[src/rtl/sar_search_pkg.sv]
// -----------------------------------------------------------------------------
// sar_search_pkg
// Shared definitions for the successive-approximation search controller:
//   - FSM state encodings (IDLE=0, SEARCH=1, DONE=2)
//   - bit positions inside the comparator flag vector {greater, equal, less}
//   - helper that checks the flag vector is exactly one-hot
// -----------------------------------------------------------------------------
package sar_search_pkg;

  typedef enum logic [1:0] {
    ST_IDLE   = 2'd0,
    ST_SEARCH = 2'd1,
    ST_DONE   = 2'd2
  } sar_state_t;

  // Flag vector order is {greater, equal, less}.
  localparam int FLAG_GT = 2;
  localparam int FLAG_EQ = 1;
  localparam int FLAG_LT = 0;

  // A consistent comparator raises exactly one of its three flags.
  function automatic logic flags_onehot(input logic [2:0] flags);
    return (flags == 3'b100) || (flags == 3'b010) || (flags == 3'b001);
  endfunction

endpackage

[src/rtl/sar_search.sv]
// -----------------------------------------------------------------------------
// sar_search
// Successive-approximation controller driving the B side of an external
// magnitude comparator. Each SEARCH cycle it reads {greater, equal, less} for
// the current trial and refines one bit, MSB first, until the comparator's A
// operand is known.
//
// Optional feature: define SAR_EARLY_EXIT_EN to stop the search as soon as the
// comparator reports equal. Without it, equal at k>0 keeps the bit (like
// greater), so every search takes exactly WIDTH steps.
//
// Ports:
//   clk       in   rising-edge clock
//   rst_n     in   asynchronous active-low reset
//   start     in   request a new search (only looked at in IDLE)
//   greater   in   comparator flag A > trial
//   equal     in   comparator flag A == trial
//   less      in   comparator flag A < trial
//   trial     out  registered value driven to comparator B
//   busy      out  high while searching
//   done      out  one-cycle pulse when a search ends
//   result    out  determined value, held until the next search completes
//   err       out  inconsistent comparator flags seen in the last search
//   state_dbg out  current FSM state (sar_state_t encoding)
//
// Handshake: start is a level sampled on the rising edge while in IDLE; any
// start seen in SEARCH or DONE is dropped, never queued. done is high for the
// single cycle the FSM spends in DONE, and busy is never high in that cycle.
// -----------------------------------------------------------------------------
module sar_search
  import sar_search_pkg::*;
#(
  parameter int WIDTH = 4
) (
  input  logic             clk,
  input  logic             rst_n,
  input  logic             start,
  input  logic             greater,
  input  logic             equal,
  input  logic             less,
  output logic [WIDTH-1:0] trial,
  output logic             busy,
  output logic             done,
  output logic [WIDTH-1:0] result,
  output logic             err,
  output logic [1:0]       state_dbg
);

  localparam int KW = (WIDTH > 2) ? $clog2(WIDTH) : 1;
  localparam logic [KW-1:0]    K_TOP   = KW'(WIDTH - 1);
  localparam logic [WIDTH-1:0] MSB_ONE = {1'b1, {(WIDTH-1){1'b0}}};

  sar_state_t       r_state, w_state_nxt;
  logic [WIDTH-1:0] r_trial, w_trial_nxt;
  logic [KW-1:0]    r_k, w_k_nxt;
  logic [WIDTH-1:0] r_result, w_result_nxt;
  logic             r_err, w_err_nxt;
  logic [2:0]       w_flags;
  logic             w_last;

  assign w_flags = {greater, equal, less};
  assign w_last  = (r_k == '0);

  always_ff @(posedge clk or negedge rst_n) begin
    if (!rst_n) begin
      r_state  <= ST_IDLE;
      r_trial  <= '0;
      r_k      <= '0;
      r_result <= '0;
      r_err    <= 1'b0;
    end else begin
      r_state  <= w_state_nxt;
      r_trial  <= w_trial_nxt;
      r_k      <= w_k_nxt;
      r_result <= w_result_nxt;
      r_err    <= w_err_nxt;
    end
  end

  always_comb begin
    w_state_nxt  = r_state;
    w_trial_nxt  = r_trial;
    w_k_nxt      = r_k;
    w_result_nxt = r_result;
    w_err_nxt    = r_err;
    busy         = 1'b0;
    done         = 1'b0;
    case (r_state)
      ST_IDLE: begin
        if (start) begin
          w_state_nxt = ST_SEARCH;
          w_trial_nxt = MSB_ONE;
          w_k_nxt     = K_TOP;
          w_err_nxt   = 1'b0;
        end
      end
      ST_SEARCH: begin
        busy = 1'b1;
        if (!flags_onehot(w_flags)) begin
          w_err_nxt    = 1'b1;
          w_result_nxt = r_trial;
          w_state_nxt  = ST_DONE;
        end
`ifdef SAR_EARLY_EXIT_EN
        else if (w_flags[FLAG_EQ]) begin
          w_result_nxt = r_trial;
          w_state_nxt  = ST_DONE;
        end
`endif
        else if (w_last) begin
          // Last bit: less means bit0 overshoots; greater cannot happen with
          // a consistent comparator because every lower bit is exhausted.
          if (w_flags[FLAG_LT]) begin
            w_result_nxt = {r_trial[WIDTH-1:1], 1'b0};
          end else if (w_flags[FLAG_EQ]) begin
            w_result_nxt = r_trial;
          end else begin
            w_err_nxt    = 1'b1;
            w_result_nxt = r_trial;
          end
          w_state_nxt = ST_DONE;
        end else begin
          // greater (or equal when not exiting early) keeps bit k.
          w_trial_nxt[r_k]        = ~w_flags[FLAG_LT];
          w_trial_nxt[r_k - 1'b1] = 1'b1;
          w_k_nxt                 = r_k - 1'b1;
        end
      end
      ST_DONE: begin
        done        = 1'b1;
        w_state_nxt = ST_IDLE;
      end
      default: begin
        w_state_nxt = ST_IDLE;
      end
    endcase
  end

  assign trial     = r_trial;
  assign result    = r_result;
  assign err       = r_err;
  assign state_dbg = r_state;

endmodule

[config.mk]
export PLATFORM = sky130hd
export DESIGN_NAME = sar_search
export DESIGN_NICKNAME = d
export VERILOG_FILES = /design/src/rtl/sar_search_pkg.sv /design/src/rtl/sar_search.sv
export SDC_FILE = /design/constraint.sdc
export NUM_CORES = 1
export LEC_CHECK = 0
export CAP_MARGIN = 0
export CORE_AREA = 2 2 47 45
export CTS_CLUSTER_SIZE = 20
export DETAILED_ROUTE_END_ITERATION = 10
export DIE_AREA = 0 0 49 47
export PLACE_DENSITY = 0.76
export SLEW_MARGIN = 20
export SYNTH_ARGS = -nofsm -noshare
export SYNTH_HDL_FRONTEND = slang
export SYNTH_SLANG_ARGS = --single-unit
[constraint.sdc]
create_clock -name clk -period 1.74 [get_ports clk]
set_input_delay 0.174 -clock clk [delete_from_list [all_inputs] [get_ports clk]]
set_output_delay 0.174 -clock clk [all_outputs]
set_load 0.03 [all_outputs]
==> impl_metrics.json <==
{
  "outcome": "finished clean",
  "grt-ovfl-total": 0,
  "ys.flop_type": "dfrtp_1",
  "p_switching_mw": 0.792,
  "numCtsBuffers": 3,
  "synth_async_sr_flop_share": 1.00,
  "io-pin-count": 19,
  "n_antenna_cell": 0,
  "totalPowerFinal_mw": 1.85,
  "cp-end-kind": "register",
  "core_um2": 1820,
  "use_met3": 0.0510,
  "min_period_ns": 1.69,
  "cp.arrival_ns": 1.84,
  "synth_largest_area_cell": "dfrtp_1",
  "n_fill_cell": 166,
  "drc": 0,
  "max-vdd-ir-drop_uv": 845,
  "clk_pin_slew_worst_paths_ns": 0.08,
  "postRouteAntennaNets": 0,
  "layout-drive-gt1-share": 0.273,
  "grt_pass1_vias": 635,
  "synth_common_cells": "13 x dfrtp_1, 6 x nand2_1, 6 x nor2_1",
  "top_usage_layer": "met2",
  "drt-wirelength-per-cell_um": 13.4,
  "fin_nets": 111,
  "drtIter0Drc": 9,
  "grt_start_max_net_pins": 14,
  "internal_power_mw": 1.06,
  "required_ns": 1.90,
  "die_w_um": 49,
  "path_max_fanout": 8,
  "grt.met1_usage": 0.182,
  "relSlewSlack": 0.612,
  "synth-edff-count": 0,
  "power.density_nw_per_um2": 1760,
  "hold_buffers": 0,
  "grt_first_pass_wirelength_um": 2770,
  "port_buffers": 18,
  "p_leak_nw": 0.481,
  "clock-sinks": 13,
  "swShare": 0.427,
  "ys_seq_elements": 13,
  "maxClockFrequency_mhz": 592,
  "clk_path_buf_depth": 2,
  "cts_root_buffer": "clkbuf_4",
  "yosysWarnings": 0,
  "synthCells": 69,
  "seqPwrFrac": 0.291,
  "tritoncts": "built",
  "viasPerCell": 4.97,
  "maxCapViolCount": 0,
  "dp_cells": 120,
  "vias": 616,
  "use_met2": 0.315,
  "hold_path.class": "primary input to async pin",
  "final_cells": 124,
  "finalSetupViolCount": 0,
  "clock_latency_ns": 0.27,
  "dp.final_hpwl_um": 1300,
  "postSynthAreaPerCell_um2": 10.5,
  "yosysUniqueCellTypes": 24,
  "first_pass_iters": 2,
  "syn_nets": 80,
  "ys_seq_area_frac": 0.448,
  "worst_setup_path_start_kind": "register",
  "globalplace.congestion": 0.762,
  "setup_tns_ns": 0,
  "synth.most_common_cell": "dfrtp_1",
  "worst_clock_skew_ns": 0.00343,
  "combinationalPowerShare": 0.612,
  "maxSlewViolCount": 0,
  "crit_type": "register to register",
  "fin_ws_ns": 0.0505,
  "syn_area_um2": 726,
  "track_usage": 0.163,
  "synth_top_area_frac": 0.448,
  "preCtsSetupSlack_ns": -0.0833,
  "area_growth_pct": 44.8,
  "die_h_um": 47,
  "antenna_found_initial": 0,
  "period_share": 0.971,
  "dieArea_um2": 2300,
  "fin_hold_ws_ns": 0.271,
  "rsz0062_at_grt": "no",
  "start_util": 0.399,
  "p_clk_frac": 0.097,
  "max_slew.worst_pin.slew_ns": 0.580,
  "synth_area_leaders": "dfrtp_1 45%, ha_1 8.6%, mux2_4 6.2%, a2bb2oi_1 3.6%, buf_6 3.1%",
  "rows": 15,
  "htreeDepth": 1,
  "drt-total-wl_um": 1660,
  "hold_violations": 0
}
[area by class of cell]
type	count	area (µm²)	area share
multi-input combinational	49	389	0.370
sequential	13	325	0.310
timing repair buffer	29	264	0.251
tap	25	31.3	0.0298
clock buffer	4	26.3	0.0250
inverter	4	15.0	0.0143
[logic make-up (layout without fill, tap and decap cells)]
group | Yosys count | count (layout) | share of synthesized area
AND/OR/NAND/NOR | 22 | 22 | 0.160
AO/OA/AOI/OAI | 15 | 15 | 0.134
flip-flops | 13 | 13 | 0.448
buffers and inverters | 7 | 37 | 0.0569
adder cells (fa/ha/maj) | 5 | 5 | 0.0862
multiplexers | 4 | 4 | 0.0776
XOR/XNOR | 3 | 3 | 0.0362
[what timing repair did]
| item | 4_1_cts | 5_1_grt |
|---|---|---|
| endpoints found under the setup margin | 4 | 4 |
| cloned | 0 | 0 |
| setup buffers | 0 | 0 |
| gates resized for setup | 2 | 2 |
[worst paths after layout]
path | startpoint | endpoint | slack (ns) | cells after the start
worst max-delay path | r_k[0] | result[3] | 0.05 | 5
worst min-delay path | rst_n | trial[3] | 0.27 | 1
worst max register to register | r_k[0] | result[3] | 0.05 | 5
worst min register to register | result[1] | result[1] | 0.52 | 1
max in group asynchronous | rst_n | result[2] | 1.09 | 1
min in group clk | result[1] | result[1] | 0.52 | 1
[power by group through the flow]
stage | combinational [mW] | sequential, mW | clock (mW)
final | 1.13 | 0.539 | 0.181
after global routing | 1.22 | 0.557 | 0.202
after CTS | 1.15 | 0.537 | 0.187
after detailed placement | 1.13 | 0.542 | 0
after global placement | 1.11 | 0.533 | 0
after floorplan | 0.497 | 0.729 | 0
[critical path, cell delays in order, from the launching register on]
cell and delay (ns):
dfrtp_1 0.36, inv_2 0.06, ha_4 0.15, or4b_4 0.51, o311a_4 0.18, mux2_4 0.31
[flip-flops by register name (all words and copies together), names as in the netlist]
signal,cells
trial,4
r_k,2
result,4
state_dbg,2
err,1
[cell usage in the layout, fill, tap and decap left out]
cell,Yosys,final
mux2_4,3,3
xor2_1,1,1
and3_1,1,1
nor2b_1,2,1
dlygate4sd2_1,0,1
o211ai_1,2,2
dlymetal6s2s_1,0,1
dfrtp_1,13,13
nor2b_2,0,1
or3b_2,2,2
inv_2,0,2
or4b_4,0,1
a31oi_1,1,1
o311a_4,0,1
nand3_1,2,2
buf_4,0,11
nand2_1,6,6
a21oi_1,4,4
and3_2,1,1
xnor2_1,2,2
nor3b_1,1,1
o21ai_0,4,4
mux2_2,1,1
clkdlybuf4s50_1,0,16
clkbuf_4,0,3
ha_1,5,4
ha_4,0,1
nor2_1,6,6
clkbuf_1,1,1
a2bb2oi_1,3,3
inv_1,4,2
[metrics by stage]
step / util / area (µm²)
2_1_floorplan: - / 741
3_3_place_gp: 0.554 / 1010
3_5_place_dp: 0.554 / 1010
4_1_cts: 0.574 / 1040
5_1_grt: 0.577 / 1050
6_report: 0.577 / 1050
[routing by layer]
metal | routed length, µm | share of wire | vias to the layer above
li1 | - | - | 300
met1 | 700 | 0.42 | 304
met2 | 888 | 0.54 | 10
met3 | 54 | 0.033 | 2
met4 | 12 | 0.0072 | 0
met5 | 0 | 0 | -
No activity file was read; power rests on OpenSTA's default activity.
